## src/rtl/lsu_rmw.sv

```systemverilog
// lsu_rmw: multicycle RISC-V load/store unit in front of a 64-bit,
// doubleword-only data memory. Loads read the aligned doubleword and then
// extract and extend the addressed field. Sub-doubleword stores do a
// read-modify-write. sd writes directly.
//
// Optional feature: define LSU_DWORD_BUFFER_EN to add a one-entry
// doubleword buffer that lets repeat accesses skip the memory read.
//
// Parameters:
//   MEM_LAT    cycles from mem_raddr to valid mem_rdata (1..4)
//   AW         address width
// Ports:
//   Clk, Reset            clock (rising edge), synchronous active-high reset
//   req_valid/req_ready   request handshake (ready only in IDLE)
//   req_we                1 = store, 0 = load
//   req_funct3            RISC-V size/sign code
//   req_addr, req_wdata   byte address and store data (low bytes used)
//   done                  one-cycle completion pulse
//   load_data             extended load result, held between loads
//   misaligned, illegal   fault flags, valid with done
//   mem_raddr/mem_waddr   doubleword-aligned memory addresses
//   mem_wdata, mem_wr     merged write data and write enable
//   mem_rdata             memory read data
//
// state   | meaning
// IDLE    | ready for a request
// RD_WAIT | waiting MEM_LAT cycles for the doubleword read
// WRITE   | one-cycle doubleword write
// DONE    | done pulse, flags valid
module lsu_rmw #(
  parameter int MEM_LAT = 1,
  parameter int AW      = 64
) (
  input  logic          Clk,
  input  logic          Reset,
  input  logic          req_valid,
  output logic          req_ready,
  input  logic          req_we,
  input  logic [2:0]    req_funct3,
  input  logic [AW-1:0] req_addr,
  input  logic [63:0]   req_wdata,
  output logic          done,
  output logic [63:0]   load_data,
  output logic          misaligned,
  output logic          illegal,
  output logic [AW-1:0] mem_raddr,
  output logic [AW-1:0] mem_waddr,
  output logic [63:0]   mem_wdata,
  output logic          mem_wr,
  input  logic [63:0]   mem_rdata
);

  typedef enum logic [1:0] {IDLE, RD_WAIT, WRITE, DONE} state_t;

  state_t state, state_nxt;

  logic          r_we;
  logic [2:0]    r_funct3;
  logic [AW-1:0] r_addr;
  logic [63:0]   r_wdata;
  logic          r_mis;
  logic          r_ill;
  logic [2:0]    cnt;
  logic [63:0]   wr_data;

  logic          accept;
  logic          req_ill;
  logic          req_mis;
  logic          req_fault;
  logic          req_sd;
  logic          req_hit;
  logic [63:0]   hit_data;
  logic          rd_last;

  // Field extraction: shift the addressed byte to lane 0, then extend.
  function automatic logic [63:0] extract(input logic [63:0] d,
                                          input logic [2:0]  off,
                                          input logic [2:0]  f3);
    logic [63:0] s;
    logic [63:0] res;
    s = d >> {off, 3'b000};
    case (f3[1:0])
      2'd0:    res = f3[2] ? {56'd0, s[7:0]}  : {{56{s[7]}},  s[7:0]};
      2'd1:    res = f3[2] ? {48'd0, s[15:0]} : {{48{s[15]}}, s[15:0]};
      2'd2:    res = f3[2] ? {32'd0, s[31:0]} : {{32{s[31]}}, s[31:0]};
      default: res = s;
    endcase
    return res;
  endfunction

  // Replace byte lanes [off +: size] of base with the low bytes of wd.
  function automatic logic [63:0] merge(input logic [63:0] base,
                                        input logic [63:0] wd,
                                        input logic [2:0]  off,
                                        input logic [1:0]  size);
    logic [63:0] mask;
    case (size)
      2'd0:    mask = 64'h0000_0000_0000_00FF;
      2'd1:    mask = 64'h0000_0000_0000_FFFF;
      2'd2:    mask = 64'h0000_0000_FFFF_FFFF;
      default: mask = 64'hFFFF_FFFF_FFFF_FFFF;
    endcase
    mask = mask << {off, 3'b000};
    return (base & ~mask) | ((wd << {off, 3'b000}) & mask);
  endfunction

  always_comb begin
    req_ill = req_we ? req_funct3[2] : (req_funct3 == 3'b111);
    case (req_funct3[1:0])
      2'd1:    req_mis = req_addr[0];
      2'd2:    req_mis = |req_addr[1:0];
      2'd3:    req_mis = |req_addr[2:0];
      default: req_mis = 1'b0;
    endcase
    req_mis   = req_mis & ~req_ill;
    req_fault = req_ill | req_mis;
    req_sd    = req_we & (req_funct3 == 3'b011);
  end

`ifdef LSU_DWORD_BUFFER_EN
  logic          buf_valid;
  logic [AW-4:0] buf_tag;
  logic [63:0]   buf_data;

  assign req_hit  = buf_valid & (buf_tag == req_addr[AW-1:3]);
  assign hit_data = buf_data;

  always_ff @(posedge Clk) begin
    if (Reset) begin
      buf_valid <= 1'b0;
      buf_tag   <= '0;
      buf_data  <= '0;
    end else if (state == RD_WAIT && rd_last) begin
      buf_valid <= 1'b1;
      buf_tag   <= r_addr[AW-1:3];
      buf_data  <= mem_rdata;
    end else if (state == WRITE) begin
      buf_valid <= 1'b1;
      buf_tag   <= r_addr[AW-1:3];
      buf_data  <= wr_data;
    end
  end
`else
  assign req_hit  = 1'b0;
  assign hit_data = 64'd0;
`endif

  assign accept  = req_valid & (state == IDLE);
  assign rd_last = (cnt == 3'd0);

  always_ff @(posedge Clk) begin
    if (Reset) state <= IDLE;
    else       state <= state_nxt;
  end

  always_comb begin
    state_nxt = state;
    case (state)
      IDLE: begin
        if (accept) begin
          if (req_fault)    state_nxt = DONE;
          else if (req_sd)  state_nxt = WRITE;
          else if (req_hit) state_nxt = req_we ? WRITE : DONE;
          else              state_nxt = RD_WAIT;
        end
      end
      RD_WAIT: if (rd_last) state_nxt = r_we ? WRITE : DONE;
      WRITE:   state_nxt = DONE;
      default: state_nxt = IDLE;
    endcase
  end

  always_comb begin
    req_ready  = (state == IDLE);
    done       = (state == DONE);
    misaligned = (state == DONE) & r_mis;
    illegal    = (state == DONE) & r_ill;
    // Gated with Reset so a WRITE cycle that meets Reset never reaches memory.
    mem_wr     = (state == WRITE) & ~Reset;
  end

  assign mem_raddr = (state == IDLE) ? {req_addr[AW-1:3], 3'b000} : {r_addr[AW-1:3], 3'b000};
  assign mem_waddr = mem_raddr;
  assign mem_wdata = wr_data;

  always_ff @(posedge Clk) begin
    if (Reset) begin
      r_we      <= 1'b0;
      r_funct3  <= 3'd0;
      r_addr    <= '0;
      r_wdata   <= '0;
      r_mis     <= 1'b0;
      r_ill     <= 1'b0;
      cnt       <= 3'd0;
      wr_data   <= '0;
      load_data <= '0;
    end else begin
      if (accept) begin
        r_we     <= req_we;
        r_funct3 <= req_funct3;
        r_addr   <= req_addr;
        r_wdata  <= req_wdata;
        r_mis    <= req_mis;
        r_ill    <= req_ill;
        cnt      <= 3'(MEM_LAT - 1);
        if (!req_fault) begin
          if (req_sd)
            wr_data <= req_wdata;
          else if (req_hit && req_we)
            wr_data <= merge(hit_data, req_wdata, req_addr[2:0], req_funct3[1:0]);
          else if (req_hit)
            load_data <= extract(hit_data, req_addr[2:0], req_funct3);
        end
      end else if (state == RD_WAIT) begin
        if (rd_last) begin
          if (r_we) wr_data   <= merge(mem_rdata, r_wdata, r_addr[2:0], r_funct3[1:0]);
          else      load_data <= extract(mem_rdata, r_addr[2:0], r_funct3);
        end else begin
          cnt <= cnt - 3'd1;
        end
      end
    end
  end

endmodule

```

## config.mk

```make
export PLATFORM = sky130hd
export DESIGN_NAME = lsu_rmw
export DESIGN_NICKNAME = d
export VERILOG_FILES = /design/src/rtl/lsu_rmw.sv
export SDC_FILE = /design/constraint.sdc
export NUM_CORES = 1
export LEC_CHECK = 0
export ABC_CLOCK_PERIOD_IN_PS = 4750
export CAP_MARGIN = 25
export CELL_PAD_IN_SITES_DETAIL_PLACEMENT = 1
export CELL_PAD_IN_SITES_GLOBAL_PLACEMENT = 1
export CORE_MARGIN = 2
export CORE_UTILIZATION = 30
export CTS_CLUSTER_DIAMETER = 120
export CTS_CLUSTER_SIZE = 20
export DETAILED_ROUTE_END_ITERATION = 7
export PLACE_DENSITY_LB_ADDON = 0.1
export SETUP_SLACK_MARGIN = 0.3
export SLEW_MARGIN = 5
export SYNTH_ARGS = -nofsm -noshare
export SYNTH_HDL_FRONTEND = slang
export SYNTH_SLANG_ARGS = --single-unit
```

## constraint.sdc

```tcl
create_clock -name Clk -period 4.75 [get_ports Clk]
set_clock_uncertainty 0.2 [all_clocks]
set_input_delay 0.7125 -clock Clk [delete_from_list [all_inputs] [get_ports Clk]]
set_output_delay 0.7125 -clock Clk [all_outputs]
set_load 0.005 [all_outputs]
```

==> impl.org <==
** Synth
- Syn. warnings :: 0
- Netlist area before placement :: 15,300 um2
- Count of state elements after synthesis :: 267
- Portion of the post-synthesis area used by sequential elements :: 0.349
- Distinct cells, synth :: 70
- Number of instances in the synthesized netlist :: 1,823
- For this run, the leading register cell type out of synthesis is sky130_fd_sc_hd__dfxtp_1.
- After synthesis, the share of flip-flops with an asynchronous set or reset is 0.
- Dividing the synthesized area by the synthesized cell count gives 8.41 um2.
- The synthesized design contains 0 enable-type register cells.

** Critical path
- The most critical setup path has its endpoint at mem_wdata[47].
- For this run, the slowest stage of the critical path takes 0.99 ns.
- Element type at the critical path end :: flip-flop
- Crit start category :: flip-flop
- For the worst setup path, the data required time is 5.00 ns.
- The setup path with the least slack is of type flip-flop to flip-flop.
- Tracing the worst setup path back leads to its startpoint at r_addr[2].
- Destination of the worst register-to-register timing path :: mem_wdata[47]
- CP max stage cell :: sky130_fd_sc_hd__dfxtp_2
- In this run the register-to-register setup slack is 1.14 ns.
- Worst Path Arrival :: 3.86 ns
- CP max FO :: 37
- The worst register-to-register path has a depth of 5.
- Origin of the critical flop-to-flop path :: r_addr[2]
- Cells along the critical path :: inv_2, nor2_1, a22oi_1, a21o_1, a311oi_1

** Layout
- Leaving out fill and tap cells, the most frequent cells in the layout are 452 x sky130_fd_sc_hd__clkdlybuf4s50_1, 332 x sky130_fd_sc_hd__nand2_1, 264 x sky130_fd_sc_hd__dfxtp_1.
- Most common library cell in the layout ignoring fill and taps :: sky130_fd_sc_hd__clkdlybuf4s50_1
- Fraction of layout cells with a size suffix above 1 :: 0.111
- The layout has 5,844 filler cells.
- Utilization after layout :: 0.404
- Number of nets in the layout :: 2,307
- Compared with the post-synthesis result, the final layout area differs by 32.4%.

** Clock tree
- Maximum number of buffers from clock root to sink :: 3
- TritonCTS clock tree :: yes
- The cell sitting at the root of the clock tree is a sky130_fd_sc_hd__clkbuf_16.
- Post-cts gate resize count :: 0
- Clock latency of the later-clocked register in the worst-skew pair :: 0.55 ns
- Clock-pin slew was measured on the worst setup and hold paths at 0.10 ns.
- Counting the buffers created by CTS gives 17.
- In this run, post-CTS hold repair placed 0 buffers.
- Number of buffers inserted by post-CTS setup repair :: 0
- In this run the number of H-tree levels came out at 1.
- The clock net in this run drives a total of 267 sinks.

** Global routing
- For this run the aggregate overflow at the end of global routing stands at 0.
- Antenna violations before repair :: 8
- The global routing stage identified its most utilized layer as met2.
- The number of global-route vias before repair is 15,600.
- Global-route wire length before repair :: 107,000 um
- For met2 alone, demand over resource in global routing was 0.416.
- In the global route stage, met3 resource usage came out at 0.0707.
- For met1 alone, demand over resource in global routing was 0.356.
- In the global route stage, overall resource usage came out at 0.267.
- Entering global routing, the biggest net connects 168 pins.

** Detailed routing
- Before antenna repair, the detailed router went through 5 iterations.
- After detailed routing, the number of vias per cell comes to 5.57.
- Sum of routed wire length over all layers :: 73,100 um
- Via Count :: 15,456
- For this run, design rule violations remaining after detail routing come to 0.
- For this block, the initial DRC count from the detailed router was 1,072.
- Post-DR wirelength/cell :: 26.3 um
- Count of antenna-violating nets left after detailed routing :: 0

** Floorplanning
- During I/O placement, the number of pins put on the boundary was 460.
- The die is 230 um wide.
- Starting utilization of the core area :: 0.305
- Area enclosed by the die boundary :: 52,900 um2
- Row generation in the floorplan step produced 82 rows.
- Die H :: 230 um
- Floorplan Core Area :: 50,300 um2

** STA
- Share of the cycle needed by the critical path after routing :: 0.760
- Worst slew margin relative to its limit :: 0.300
- The final number of hold-violating endpoints is 0.
- Timing-limited maximum frequency :: 277 MHz
- Unrepaired setup endpoints after global routing :: no
- The number of pins exceeding their max-slew limit in the final report came to 0.
- Slew at the pin with the worst max-slew slack :: 1.04 ns
- Adding up every negative setup slack in the final design gives 0 ns.
- Final-report setup violation count :: 0
- Counting I/O delays and the setup requirement, the final critical path takes 3.61 ns.

** Power
- PD cells :: 478 nW/um2
- In this run the static leakage power is 0.00686 uW.
- In this run the power spent charging and discharging nets is 3900 uW.
- Relative contribution of the clock network to total power :: 0.154
- Total power :: 9710 uW
- Proportion of power drawn by flip-flops and latches :: 0.321
- Portion of total power attributed to combinational logic :: 0.525
- Power Internal :: 5810 uW
- Sw Ratio :: 0.401
- Largest voltage drop on the vdd net :: 0.278 mV

** Placed design
- Final weighted congestion in routability-driven placement :: 0.894
- The wire-length estimate of the detail-placed layout is 54,600 um.
- # port buffers :: 453

** Outcome
- Status :: completed

** Min path
- The tightest min-delay check is of the flip-flop to flip-flop type.

** Job
- Max-capacitance violation count :: 0
stage by stage:
stage / std cells / setup slack (ns) / area, um2 / hold slack, ns
detailed placement: 2755 / 1.30 / 19800 / 0.248
CTS: 2775 / 1.17 / 20300 / 0.259
global placement: 2751 / 1.32 / 19800 / 0.240
floorplan: 1828 / 2.21 / 15300 / 0.227
global route: 2775 / 1.10 / 20300 / 0.275
finish: 2777 / 1.14 / 20300 / 0.255
worst max-delay path, delay by kind of cell, from the launching register on:
family	cells	cell delay [ns]
flops	1	0.99
compound gates	3	0.92
simple gates	1	0.87
buf+inv	1	0.50
power by group through the flow:
| stage | sequential [uW] | clock, uW | combinational [uW] |
|---|---|---|---|
| 2_1_floorplan | 2940 | 0 | 2970 |
| 3_3_place_gp | 3150 | 0 | 5030 |
| 3_5_place_dp | 3160 | 0 | 5080 |
| 4_1_cts | 3110 | 1560 | 5120 |
| 5_1_grt | 3170 | 1620 | 5470 |
| 6_report | 3120 | 1500 | 5090 |
flip-flops by register name (all words and copies together), names as in the netlist:
register,count
r_funct3,3
state,2
r_we,1
mem_wdata,64
r_ill,1
r_wdata,64
r_mis,1
load_data,64
r_addr,64
cnt,3
metal layers:
| metal | up-vias | share of wire |
|---|---|---|
| li1 | 7016 | - |
| met1 | 7658 | 0.43 |
| met2 | 655 | 0.45 |
| met3 | 119 | 0.087 |
| met4 | 8 | 0.037 |
| met5 | - | 0.00078 |
worst min path at each step:
stage / slack (ns) / end / start / cells past startpoint
finish: 0.26 / r_addr[24] / r_addr[24] / 2
global route: 0.27 / r_addr[12] / r_addr[12] / 2
CTS: 0.26 / r_addr[24] / r_addr[24] / 2
detailed placement: 0.25 / r_addr[24] / r_addr[24] / 2
global placement: 0.24 / r_addr[7] / r_addr[7] / 2
floorplan: 0.23 / r_mis / r_mis / 2
area by class of cell:
cell class / count / area (um2) / share of cell area
clock inverter: 2 / 16.3 / 0.000801
sequential: 267 / 5350 / 0.264
clock buffer: 18 / 429 / 0.0211
antenna: 2 / 5.00 / 0.000247
multi-input combinational: 1321 / 8760 / 0.432
inverter: 10 / 37.5 / 0.00185
tap: 672 / 841 / 0.0414
timing repair buffer: 485 / 4860 / 0.239
logic make-up (layout without fill, tap and decap cells):
logic type | after synthesis | in the layout | synth area share
muxes | 223 | 223 | 0.189
adders and majority gates | 6 | 6 | 0.00490
and+or+nand+nor | 572 | 572 | 0.156
xor gates and xnor gates | 2 | 2 | 0.00114
DFF | 267 | 267 | 0.349
buffers and inverters | 240 | 515 | 0.0829
AOI/OAI and AO/OA | 512 | 512 | 0.217
other | 1 | 8 | 0.000245
synthesized netlist by cell type (10+ instances only):
master	count	area share
sky130_fd_sc_hd__a211oi_1	95	0.047
sky130_fd_sc_hd__mux4_2	43	0.063
sky130_fd_sc_hd__o211ai_1	14	0.0069
sky130_fd_sc_hd__buf_1	20	0.0049
sky130_fd_sc_hd__o22ai_1	10	0.0041
sky130_fd_sc_hd__mux2_2	102	0.075
sky130_fd_sc_hd__nand3_1	20	0.0065
sky130_fd_sc_hd__clkbuf_1	94	0.023
sky130_fd_sc_hd__nor2b_1	26	0.011
sky130_fd_sc_hd__a22oi_1	11	0.0054
sky130_fd_sc_hd__buf_2	34	0.011
sky130_fd_sc_hd__mux2i_1	78	0.051
sky130_fd_sc_hd__nand2_1	334	0.082
sky130_fd_sc_hd__dfxtp_1	267	0.35
sky130_fd_sc_hd__nor3_1	26	0.0085
sky130_fd_sc_hd__a21oi_1	212	0.069
sky130_fd_sc_hd__nor2_1	124	0.030
sky130_fd_sc_hd__or2_2	13	0.0053
sky130_fd_sc_hd__buf_4	75	0.037
sky130_fd_sc_hd__and2_1	10	0.0041
sky130_fd_sc_hd__a311oi_1	36	0.021
sky130_fd_sc_hd__o21ai_0	61	0.020
Power figures use the tool's default switching activity.
